$ cat src/rtl/serial_adder_pkg.sv
// Shared types and limits for the bit-serial adder.
package serial_adder_pkg;

  typedef enum logic [1:0] {
    IDLE,
    SHIFT,
    DONE
  } sa_state_t;

  localparam int unsigned SA_MAX_WIDTH = 32;

endpackage

$ cat src/rtl/serial_adder_if.sv
// Request/result bundle between the serial adder and its requester.
interface serial_adder_if #(
  parameter int unsigned WIDTH = 8
);

  logic             START;
  logic [WIDTH-1:0] A;
  logic [WIDTH-1:0] B;
  logic             BUSY;
  logic             DONE;
  logic [WIDTH-1:0] S;
  logic             Co;

  // Requester side: issues operands, observes the result.
  modport master (
    output START, A, B,
    input  BUSY, DONE, S, Co
  );

  // Adder side.
  modport slave (
    input  START, A, B,
    output BUSY, DONE, S, Co
  );

endinterface

$ cat src/rtl/full_adder.sv
// Single-bit full adder built from two half adders.
module full_adder (
  input  logic A,
  input  logic B,
  input  logic Ci,
  output logic S,
  output logic Co
);

  logic s0, c0, c1;

  half_adder u_ha0 (
    .A  (A),
    .B  (B),
    .S  (s0),
    .Co (c0)
  );

  half_adder u_ha1 (
    .A  (s0),
    .B  (Ci),
    .S  (S),
    .Co (c1)
  );

  // At most one of the two half-adder carries can be set.
  always_comb begin
    Co = c0 | c1;
  end

endmodule

$ cat src/rtl/half_adder.sv
// Single-bit half adder.
module half_adder (
  input  logic A,
  input  logic B,
  output logic S,
  output logic Co
);

  // Sum is the XOR, carry the AND of the two inputs.
  always_comb begin
    S  = A ^ B;
    Co = A & B;
  end

endmodule

$ cat src/rtl/serial_adder.sv
// Bit-serial unsigned adder: one full adder and a carry flop, LSB first.
module serial_adder
  import serial_adder_pkg::*;
#(
  parameter int unsigned WIDTH = 8
) (
  input  logic          CLK,
  input  logic          RST,
  serial_adder_if.slave bus
);

  localparam int unsigned CntW = $clog2(WIDTH);

  if (WIDTH < 2 || WIDTH > SA_MAX_WIDTH) begin : g_width_check
    $error("serial_adder: WIDTH out of range");
  end

  sa_state_t        state_q, state_d;
  logic [WIDTH-1:0] a_sr_q, a_sr_d;
  logic [WIDTH-1:0] b_sr_q, b_sr_d;
  logic [WIDTH-1:0] sum_sr_q, sum_sr_d;
  logic             carry_q, carry_d;
  logic [CntW-1:0]  cnt_q, cnt_d;
  logic [WIDTH-1:0] s_q, s_d;
  logic             co_q, co_d;

  logic fa_s, fa_co;

  full_adder u_fa (
    .A  (a_sr_q[0]),
    .B  (b_sr_q[0]),
    .Ci (carry_q),
    .S  (fa_s),
    .Co (fa_co)
  );

  // State and datapath registers; reset wins over everything.
  always_ff @(posedge CLK) begin
    if (RST) begin
      state_q  <= IDLE;
      a_sr_q   <= '0;
      b_sr_q   <= '0;
      sum_sr_q <= '0;
      carry_q  <= 1'b0;
      cnt_q    <= '0;
      s_q      <= '0;
      co_q     <= 1'b0;
    end else begin
      state_q  <= state_d;
      a_sr_q   <= a_sr_d;
      b_sr_q   <= b_sr_d;
      sum_sr_q <= sum_sr_d;
      carry_q  <= carry_d;
      cnt_q    <= cnt_d;
      s_q      <= s_d;
      co_q     <= co_d;
    end
  end

  // Next-state and datapath control.
  always_comb begin
    state_d  = state_q;
    a_sr_d   = a_sr_q;
    b_sr_d   = b_sr_q;
    sum_sr_d = sum_sr_q;
    carry_d  = carry_q;
    cnt_d    = cnt_q;
    s_d      = s_q;
    co_d     = co_q;
    case (state_q)
      IDLE: begin
        if (bus.START) begin
          a_sr_d   = bus.A;
          b_sr_d   = bus.B;
          sum_sr_d = '0;
          carry_d  = 1'b0;
          cnt_d    = '0;
          state_d  = SHIFT;
        end
      end
      SHIFT: begin
        sum_sr_d = {fa_s, sum_sr_q[WIDTH-1:1]};
        a_sr_d   = {1'b0, a_sr_q[WIDTH-1:1]};
        b_sr_d   = {1'b0, b_sr_q[WIDTH-1:1]};
        carry_d  = fa_co;
        if (cnt_q == CntW'(WIDTH - 1)) begin
          // Last bit: publish the complete sum including this edge's bit.
          s_d     = sum_sr_d;
          co_d    = fa_co;
          state_d = DONE;
        end else begin
          cnt_d = cnt_q + 1'b1;
        end
      end
      DONE: begin
        state_d = IDLE;
      end
      default: begin
        state_d = IDLE;
      end
    endcase
  end

  // Outputs come straight from registers only.
  always_comb begin
    bus.BUSY = (state_q != IDLE);
    bus.DONE = (state_q == DONE);
    bus.S    = s_q;
    bus.Co   = co_q;
  end

endmodule

$ cat src/flat_wrapper.sv
// flat-port wrapper written by rule: the top's interface ports become plain ports
module serial_adder_flat import serial_adder_pkg::*;
#(
  parameter int unsigned WIDTH = 8
)
  (CLK, RST, bus_START, bus_A, bus_B, bus_BUSY, bus_DONE, bus_S, bus_Co);
  serial_adder_if #(.WIDTH(WIDTH)) bus_i ();
  input  logic CLK;
  input  logic RST;
  input wire logic [$bits(bus_i.START)-1:0] bus_START;
  input wire logic [$bits(bus_i.A)-1:0] bus_A;
  input wire logic [$bits(bus_i.B)-1:0] bus_B;
  output wire logic [$bits(bus_i.BUSY)-1:0] bus_BUSY;
  output wire logic [$bits(bus_i.DONE)-1:0] bus_DONE;
  output wire logic [$bits(bus_i.S)-1:0] bus_S;
  output wire logic [$bits(bus_i.Co)-1:0] bus_Co;
  assign bus_i.START = bus_START;
  assign bus_i.A = bus_A;
  assign bus_i.B = bus_B;
  assign bus_BUSY = bus_i.BUSY;
  assign bus_DONE = bus_i.DONE;
  assign bus_S = bus_i.S;
  assign bus_Co = bus_i.Co;
  serial_adder #(.WIDTH(WIDTH)) u_core (.CLK(CLK), .RST(RST), .bus(bus_i));
endmodule
$ cat config.mk
export PLATFORM = sky130hd
export DESIGN_NAME = serial_adder_flat
export DESIGN_NICKNAME = d
export VERILOG_FILES = /design/src/rtl/serial_adder_pkg.sv /design/src/rtl/serial_adder_if.sv /design/src/rtl/full_adder.sv /design/src/rtl/half_adder.sv /design/src/rtl/serial_adder.sv /design/src/flat_wrapper.sv
export SDC_FILE = /design/constraint.sdc
export NUM_CORES = 1
export LEC_CHECK = 0
export CAP_MARGIN = 20
export CELL_PAD_IN_SITES_DETAIL_PLACEMENT = 0
export CELL_PAD_IN_SITES_GLOBAL_PLACEMENT = 1
export CORE_MARGIN = 4
export CORE_UTILIZATION = 42
export CTS_CLUSTER_DIAMETER = 150
export CTS_CLUSTER_SIZE = 8
export DETAILED_ROUTE_END_ITERATION = 10
export GPL_ROUTABILITY_DRIVEN = 0
export PLACE_DENSITY = 0.81
export SKIP_LAST_GASP = 1
export SLEW_MARGIN = 10
export SYNTH_ARGS = -nofsm -noshare
export SYNTH_HDL_FRONTEND = slang
export SYNTH_SLANG_ARGS = --single-unit
$ cat constraint.sdc
create_clock -name CLK -period 4.5 [get_ports CLK]
set_clock_uncertainty 0.15 [all_clocks]
set_input_delay 1.35 -clock CLK [delete_from_list [all_inputs] [get_ports CLK]]
set_output_delay 1.35 -clock CLK [all_outputs]
set_load 0.02 [all_outputs]
# Word-level counts from Yosys, hierarchy flattened
# Cells that the tools add are included.
# W data, S select, Z words.
classes:
  add_sub_neg: 1
  eq_ne: 6
  n_mux: 14
  bitwise_logic: 5
  n_reduce_logical: 7
ops:
  columns: ["op", "n"]
  rows:
  - ["$pmux W8 S2", 3]
  - ["$mux W8", 3]
  - ["$mux W3", 2]
  - ["$pmux W3 S2", 1]
  - ["$reduce_and A2 Y1", 3]
  - ["$mux W2", 2]
  - ["$ne A2 B2 Y1 const B", 2]
  - ["$pmux W2 S2", 1]
  - ["$reduce_bool A2 Y1", 2]
  - ["$add A3 B1 Y3 const B", 1]
  - ["$eq A3 B3 Y1 const B", 1]
  - ["$reduce_and A3 Y1", 1]
  - ["$and A1 B1 Y1", 2]
  - ["$eq A2 B1 Y1 const B", 1]
  - ["$eq A2 B2 Y1 const B", 1]
  - ["$logic_not A2 Y1", 1]
  - ["$ne A2 B1 Y1 const B", 1]
  - ["$pmux W1 S2", 1]
  - ["$xor A1 B1 Y1", 2]
  - ["$mux W1", 1]
  - ["$or A1 B1 Y1", 1]
totals:
  register_bits: 39
  inputBits: 19
  output_inout_bits: 11
  word_cells: 41

# Depth between registers and ports, before layout
# Gate-level depths: netlist (run 1).
logic_depth:
  depth_word: 4
  depth_mapped: 6

# Cells and area by module
# A second synthesis (run 1) with hierarchy kept.
hier_totals:
  hier_cells: 166
  hier_area_um2: 1651.6
modules_own_cells:
  columns: ["mod", "instances", "cells_per_inst", "area_each_um2", "seq_area_each_um2"]
  rows:
  - ["serial_adder", 1, 163, 1620.3, 760.7]
  - ["half_adder", 2, 1, 12.5, 0.0]
  - ["full_adder", 1, 1, 6.3, 0.0]

# Worst setup path before layout (run 1)
# No wires, ideal clock.
synth_path:
  path_type: "register to output"
  start: "register u_core.state_q[0]"
  end: "output port bus_DONE"
  arrival_ns: 0.928
  required_time_ns: 3.000
  slack_ns: 2.072
  path_stages_with_launch: 4
  n_path_buf: 2
  cell_sequence: "dfxtp_1 buf_6 buf_6 nor2b_1"
synth_via:
  elab_chain_len: 1
synth_lines:
  columns: ["item", "line", "rtl"]
  rows:
  - ["start, declared", "serial_adder.sv:18", "sa_state_t state_q, state_d;"]
  - ["start signal, assigned", "serial_adder.sv:49", "state_q <= state_d;"]
  - ["$eq A2 B2 Y1", "serial_adder.sv:107", "bus.DONE = (state_q == DONE);"]
  - ["end, declared", "flat_wrapper.sv:14", "output wire logic [$bits(bus_i.DONE)-1:0] bus_DONE;"]
# No other way between the ends.

# Worst setup path in the final report (run 1)
layout_path:
  start: "register u_core.state_q[0]"
  end: "output port bus_BUSY"
layout_via:
  elab_chain_len: 1
layout_lines:
  columns: ["item", "line", "rtl"]
  rows:
  - ["$reduce_bool A2 Y1", "serial_adder.sv:106", "bus.BUSY = (state_q != IDLE);"]
  - ["end, declared", "flat_wrapper.sv:13", "output wire logic [$bits(bus_i.BUSY)-1:0] bus_BUSY;"]
# No other way between the ends.

==> metrics.md, run 1 <==
| Metric | Value |
|---|---|
| Final Power | `between 0.0007 and 0.0008 W` |
| Worst-case hold slack | `0.304 ns` |
| All-layer global routing usage | `13.5%` |
| Crit-path leading delay family | `buffers and inverters` |
| CTS tree | `yes` |
| Vias per std cell | `5.05` |
| Clock Latency Late Sink | `approximately 0.28 ns` |
| Yosys reg bits | `38` |
| Starting Density | `about 44%` |
| Final cell count without fillers | `240` |
| Levels on crit path | `4` |
| Outcome | `completed` |
| Port Buffer Count | `29` |
| Number of placed instances with taps included | `around 230` |
| Core area | `around 3700 um^2` |
| TritonCTS buffer count | `5` |
| Pwr per Cell Area | `approximately 360 nW/um^2` |
| Post-Place Setup Slack | `~1.2 ns` |
| Crit path max fanout | `23` |
| Wire length per cell | `roughly 14 um` |
| Antenna Nets Post-Route | `0` |
| Minimum clock period | `3.23 ns` |
| Maximum VDD drop | `approximately 0.20 mV` |
| Dpl hpwl | `about 2300 um` |
| DRT Wirelength | `approximately 3300 um` |
| Post-CTS Setup Repair Bufs | `0` |
| Vias | `~1200` |
| Synth Area per Inst | `approximately 10 um^2` |
| Die ar. | `4970 um^2` |
| Startpoint types | `register` |
| RSZ-0062 raised after global routing | `false` |
| Final setup fails | `0` |
| Area growth syn-to-layout | `24.5%` |
| Mapped Nets | `around 190` |
| Fillers | `about 340` |
| IO Count | `30` |
| Gate Count Post-Synth | `164` |
| H-tree lvl count | `2` |
| 1st-iter DRT viols | `57` |
| Nets@finish | `214` |
| Diodes inserted | `0` |
| Min-Delay Path Depth | `2` |
| WS Path Type | `reg2out` |
| Final setup TNS | `0 ns` |
| Hold crit path type | `reg2reg` |
| Initial antenna violation count | `0` |
| Fin. Hold Viols | `0` |
| Origin of the worst min-delay path | `u_core.bus.S[1]` |
| Cell Rows | `22` |
| CTS Root Cell | `clkbuf_8` |
| Multi-input logic area | `just under 800 um^2` |
| Area of the mapped netlist | `between 1500 and 2000 um^2` |
| Grt ovf | `0` |
| Worst Max-Slew Pin Slew | `roughly 0.76 ns` |
| Worst slew margin | `around half` |
| Unique masters post-synth | `24` |
| Hold buffers post-CTS | `0` |
| Leakage | `between 0.7 and 0.8 nW` |
| Clock transition at path regs | `around 0.070 ns` |
| Post_cts resized | `0` |
| CP Cell Sequence | `buf_4 > nor2_1 > inv_1 > clkdlybuf4s50_1` |
| Worst Setup End Kind | `primary output` |
| Reg2Reg Depth | `5` |
| Critical path origin | `u_core.state_q[0]` |
| First-pass DRT Iterations | `4` |
| Synth warnings | `0` |
| Sink Count | `38` |
| Final count of pins violating max slew | `0` |
| Detailed-route DRC error count | `0` |
| Register Area | `between 700 and 800 um^2` |
| Global-route wire length before repair | `~5300 um` |
| Clock Tree Buf Depth | `2` |
| Slowest cell on crit path | `clkdlybuf4s50_1` |
| DIE WIDTH | `70.5 um` |
| Die height | `70.5 um` |
| Max-cap violations | `0` |
| Vias in the first global route | `about 1100` |
| RR Startpoint | `u_core.state_q[0]` |
| Slowest cell delay on critical path | `slightly below 0.6 ns` |
| Sum of buffers and inverters on the critical path | `3` |
| Layout cells sized above 1 | `between 10% and 20%` |
| Fmax | `309 MHz` |
| Period utilisation layout | `a little under three quarters` |
| Worst Path Required | `3.00 ns` |
| Crit path DAT | `around 1.7 ns` |
| Fin worst setup slack | `~1.3 ns` |
| Largest net degree at the start of global routing | `24` |
| Sequential share of the synthesized area | `46.4%` |
-- registers in the layout, summed over array words and instances (netlist names) --
register         cells
u_core.bus.Co        1
u_core.b_sr_q        8
u_core.bus.S         8
u_core.carry_q       1
u_core.sum_sr_q      7
u_core.a_sr_q        8
u_core.cnt_q         3
u_core.state_q       2
-- stage by stage --
step | area [um^2] | utilization (%)
floorplan | 1640 | -
global placement | 1920 | 51.7
detailed placement | 1920 | 51.7
CTS | 2030 | 54.7
global route | 2040 | 54.9
finish | 2040 | 54.9
-- path summary, 6_finish.rpt --
path / slack (ns) / endpoint
hold / removal: 0.30 / u_core.bus.S[1]
setup / recovery: 1.27 / bus_BUSY
hold reg to reg: 0.30 / u_core.bus.S[1]
setup reg to reg: 2.49 / u_core.b_sr_q[1]
-- kinds of logic (layout without fill, tap and decap cells) --
| family | after synthesis | after routing | synth area share (%) |
|---|---|---|---|
| adders and majority gates | 3 | 3 | 2.75 |
| muxes | 14 | 14 | 8.54 |
| buffers and inverters | 14 | 42 | 6.03 |
| and+or+nand+nor | 56 | 56 | 15.5 |
| AOI/OAI and AO/OA | 39 | 39 | 20.8 |
| DFF | 38 | 38 | 46.4 |
-- cells in the final DEF, fill, tap and decap left out, types with 2 or more instances in the layout --
cell,instances
a211oi_2,14
a21oi_1,10
a22oi_1,8
a32oi_1,2
buf_4,4
clkbuf_8,6
clkdlybuf4s50_1,29
dfxtp_1,38
ha_1,2
inv_1,2
mux2i_1,14
nand2_1,12
nand2b_1,4
nand3_1,9
nor2_1,26
nor2b_1,3
o21ai_0,2
-- area by class of cell --
class                   count  share of cell area [%]
well taps                  48                    2.94
clock buffers               6                    4.04
multi-input cells         112                    38.2
repair buffers             33                    15.7
inverters                   2                   0.368
flip-flops and latches     38                    37.3
clock inverters             1                    1.47
-- Yosys cell counts --
cell	n	share of area, %
nand2b_1	4	1.5
nor2b_1	3	1.1
buf_2	4	1.2
nand3_1	9	2.7
o21ai_0	2	0.61
a22oi_1	8	3.7
o31ai_1	1	0.46
nor2_1	26	5.9
clkbuf_1	2	0.46
o21bai_2	1	0.69
buf_4	1	0.46
inv_1	2	0.46
mux2i_1	14	8.5
nor4b_2	1	0.92
o21ba_1	1	0.61
dfxtp_1	38	46
buf_6	5	3.4
ha_1	2	1.5
a211oi_2	14	11
fa_1	1	1.2
a21oi_1	10	3.1
nand3b_1	1	0.46
nand2_1	12	2.7
a32oi_1	2	1.1
-- layer usage --
metal | share of wire (%) | GRT usage (%)
met5 | 0 | 0
met4 | 1.2 | 5.74
met3 | 4.2 | 3.88
met2 | 46 | 19.9
met1 | 49 | 18.2
-- report_power, final --
group / internal (W) / switching [W]
sequential: 0.000352 / 0.00000868
combinational: 0.0000451 / 0.0000492
clock: 0.000177 / 0.000109
total: 0.000574 / 0.000167
-- worst min-delay path, cell delays in order, from the launching register on --
cell	delay, ns
dfxtp_1	0.31
nand2_1	0.05
a21oi_1	0.05
No activity file was read; power rests on OpenSTA's default activity.
==> run 2: changes to the inputs <==
--- a/config.mk
+++ b/config.mk
@@ -9,12 +9,12 @@
 export CELL_PAD_IN_SITES_DETAIL_PLACEMENT = 0
 export CELL_PAD_IN_SITES_GLOBAL_PLACEMENT = 1
 export CORE_MARGIN = 4
-export CORE_UTILIZATION = 42
+export CORE_UTILIZATION = 35
 export CTS_CLUSTER_DIAMETER = 150
 export CTS_CLUSTER_SIZE = 8
 export DETAILED_ROUTE_END_ITERATION = 10
 export GPL_ROUTABILITY_DRIVEN = 0
-export PLACE_DENSITY = 0.81
+export PLACE_DENSITY = 0.71
 export SKIP_LAST_GASP = 1
 export SLEW_MARGIN = 10
 export SYNTH_ARGS = -nofsm -noshare
==> constraint.sdc (replaced) <==
create_clock -name CLK -period 2.88 [get_ports CLK]
set_clock_uncertainty 0.15 [all_clocks]
set_input_delay 0.864 -clock CLK [delete_from_list [all_inputs] [get_ports CLK]]
set_output_delay 0.864 -clock CLK [all_outputs]
set_load 0.02 [all_outputs]
==> run 2 against run 1 <==
Worst setup slack worse by 0.98 ns; largest cell class unchanged; highest routed layer unchanged; combinational power up 57%; clock power up 52%; critical path type unchanged; sequential share of layout area down 0.16 points; first-iteration DRC count up 12%.
==> metrics.md, run 2 (synthesis gave the netlist of run 1 again) <==
| Metric | Value |
|---|---|
| CP Cell Sequence | `nor2b_1 > clkdlybuf4s50_1` |
| Register Area | `761 um^2 (unchanged)` |
| Fin. Hold Viols | `0 (unchanged)` |
| Cell Rows | `24 (+9.1%)` |
| Sum of buffers and inverters on the critical path | `1 (-2)` |
| Global-route wire length before repair | `5660 um (+6.2%)` |
| Vias | `1252 (+3.2%)` |
| Maximum VDD drop | `0.274 mV (+36%)` |
| Crit path max fanout | `8 (-65%)` |
| Initial antenna violation count | `0 (unchanged)` |
| Layout cells sized above 1 | `14.9% (+0.89 points)` |
| Pwr per Cell Area | `559 nW/um^2 (+54%)` |
| CTS Root Cell | `clkbuf_8` |
| Worst-case hold slack | `0.306 ns (+0.00233 ns)` |
| Hold endpoint | `u_core.bus.S[1]` |
| Starting Density | `36.9% (-7.2 points)` |
| Most common cell after layout, fill and taps aside | `dfxtp_1` |
| Dpl hpwl | `2340 um (+2.1%)` |
| Minimum clock period | `2.59 ns` |
| Clock Latency Late Sink | `0.29 ns (about the same)` |
| Detailed-route DRC error count | `0 (unchanged)` |
| Worst Setup End Kind | `primary output` |
| Max-cap violations | `0 (unchanged)` |
| Die height | `76.5 um (+8.5%)` |
| Antenna Nets Post-Route | `0 (unchanged)` |
| Largest net degree at the start of global routing | `37 (+54%)` |
| RSZ-0062 raised after global routing | `false` |
| Sink Count | `38 (unchanged)` |
| Slowest cell on crit path | `clkdlybuf4s50_1` |
| WS Path Type | `reg2out` |
| Wire length per cell | `13.3 um (-1.7%)` |
| Routing usage on met1 | `14.1% (-4.1 points)` |
| GRT met3 Usage | `3.78% (-0.10 points)` |
| Most frequent cells in the layout | `38 x dfxtp_1, 29 x clkdlybuf4s50_1, 26 x nor2_1` |
| Gr busiest metal | `met2` |
| Origin of the worst min-delay path | `u_core.bus.S[1]` |
| Area growth syn-to-layout | `25.0%` |
| RR Startpoint | `u_core.cnt_q[0]` |
| Diodes inserted | `0 (unchanged)` |
| Grt ovf | `0 (unchanged)` |
| H-tree lvl count | `2 (unchanged)` |
| Min-Delay Path Depth | `2 (unchanged)` |
| Vias in the first global route | `1249 (+8.7%)` |
| Levels on crit path | `2 (-2)` |
| DIE WIDTH | `76.5 um (+8.5%)` |
| Clock Tree Buf Depth | `2 (unchanged)` |
| IO Count | `30 (unchanged)` |
| Final setup fails | `0 (unchanged)` |
| DRT Wirelength | `3280 um (+0.71%)` |
| 1st-iter DRT viols | `64 (+12%)` |
| Reg2Reg Depth | `5 (unchanged)` |
| Routing usage on met2 | `19.7% (-0.17 points)` |
| First-pass DRT Iterations | `4 (unchanged)` |
| Final setup TNS | `0 ns (unchanged)` |
| Worst Max-Slew Pin Slew | `0.455 ns (-0.304 ns)` |
| Period utilisation layout | `between 90% and 100%` |
| Vias per std cell | `5.09 (+0.70%)` |
| Crit path DAT | `1.58 ns (-0.15 ns)` |
| Worst Path Required | `1.87 ns (-1.13 ns)` |
| Post-CTS Setup Repair Bufs | `0 (unchanged)` |
| Startpoint types | `register` |
| Hold crit path type | `reg2reg` |
| Clock transition at path regs | `0.08 ns (about the same)` |
| Port Buffer Count | `29 (unchanged)` |
| Hold buffers post-CTS | `0 (unchanged)` |
| TritonCTS buffer count | `5 (unchanged)` |
| R2r setup slk | `1.01 ns (-1.48 ns)` |
| RR Endpoint | `u_core.bus.Co` |
| Fmax | `386 MHz` |
| Worst slew margin | `69.6% (+20 points)` |
| Multi-input logic area | `781 um^2 (unchanged)` |
| Slowest cell delay on critical path | `0.63 ns (+0.04 ns)` |
| Die ar. | `5850 um^2 (+18%)` |
| Crit-path leading delay family | `buffers and inverters` |
| Outcome | `completed` |
| Fillers | `444 (+29%)` |
| CTS tree | `yes` |
| Leakage | `0.748 nW (+0.77%)` |
| Final count of pins violating max slew | `0 (unchanged)` |
| Post_cts resized | `0 (unchanged)` |
| Nets@finish | `215 (+0.47%)` |
| Core area | `4440 um^2 (+20%)` |
| All-layer global routing usage | `11.9% (-1.6 points)` |
run 2: worst max path at each step:
stage,slack (ns),start,to
2_1_floorplan,0.94,u_core.state_q[0],bus_DONE
3_3_place_gp,0.50,bus_START,u_core.a_sr_q[0]
3_5_place_dp,0.43,bus_START,u_core.b_sr_q[0]
4_1_cts,0.27,u_core.state_q[1],bus_DONE
5_1_grt,0.23,u_core.state_q[1],bus_DONE
6_report,0.29,u_core.state_q[1],bus_DONE
run 2: final cells by class:
type / instances / share of cell area (%)
timing repair buffer: 34 / 16.0
clock inverter: 3 / 1.95
multi-input combinational: 112 / 38.1
inverter: 2 / 0.366
clock buffer: 5 / 3.36
sequential: 38 / 37.1
tap: 52 / 3.17
run 2: worst register-to-register path, stage by stage (launching register included):
cell      delay, ns
dfxtp_1        0.35
ha_1           0.16
ha_1           0.43
nand3b_1       0.39
nand2_1        0.18
a21oi_1        0.08
run 2: metal layers:
| metal | routed length [um] | part of all wire (%) |
|---|---|---|
| met4 | 56 | 1.7 |
| met1 | 1560 | 48 |
| met3 | 141 | 4.3 |
| met5 | 0 | 0 |
| met2 | 1520 | 46 |
run 2: power by group:
| group | internal (W) | switching [W] | total (W) |
|---|---|---|---|
| Sequential | 0.000550 | 0.0000145 | 0.000564 |
| Combinational | 0.0000720 | 0.0000756 | 0.000148 |
| Clock | 0.000255 | 0.000180 | 0.000434 |
run 2: stage by stage:
stage | utilization (%) | cells | instance area [um^2] | setup slack (ns) | power, W
2_1_floorplan | - | 164 | 1640 | 0.938 | 0.000684
3_3_place_gp | 43.7 | 238 | 1940 | 0.500 | 0.000719
3_5_place_dp | 43.7 | 238 | 1940 | 0.431 | 0.000726
4_1_cts | 46.1 | 246 | 2050 | 0.269 | 0.00116
5_1_grt | 46.1 | 246 | 2050 | 0.230 | 0.00119
6_report | 46.1 | 246 | 2050 | 0.287 | 0.00115
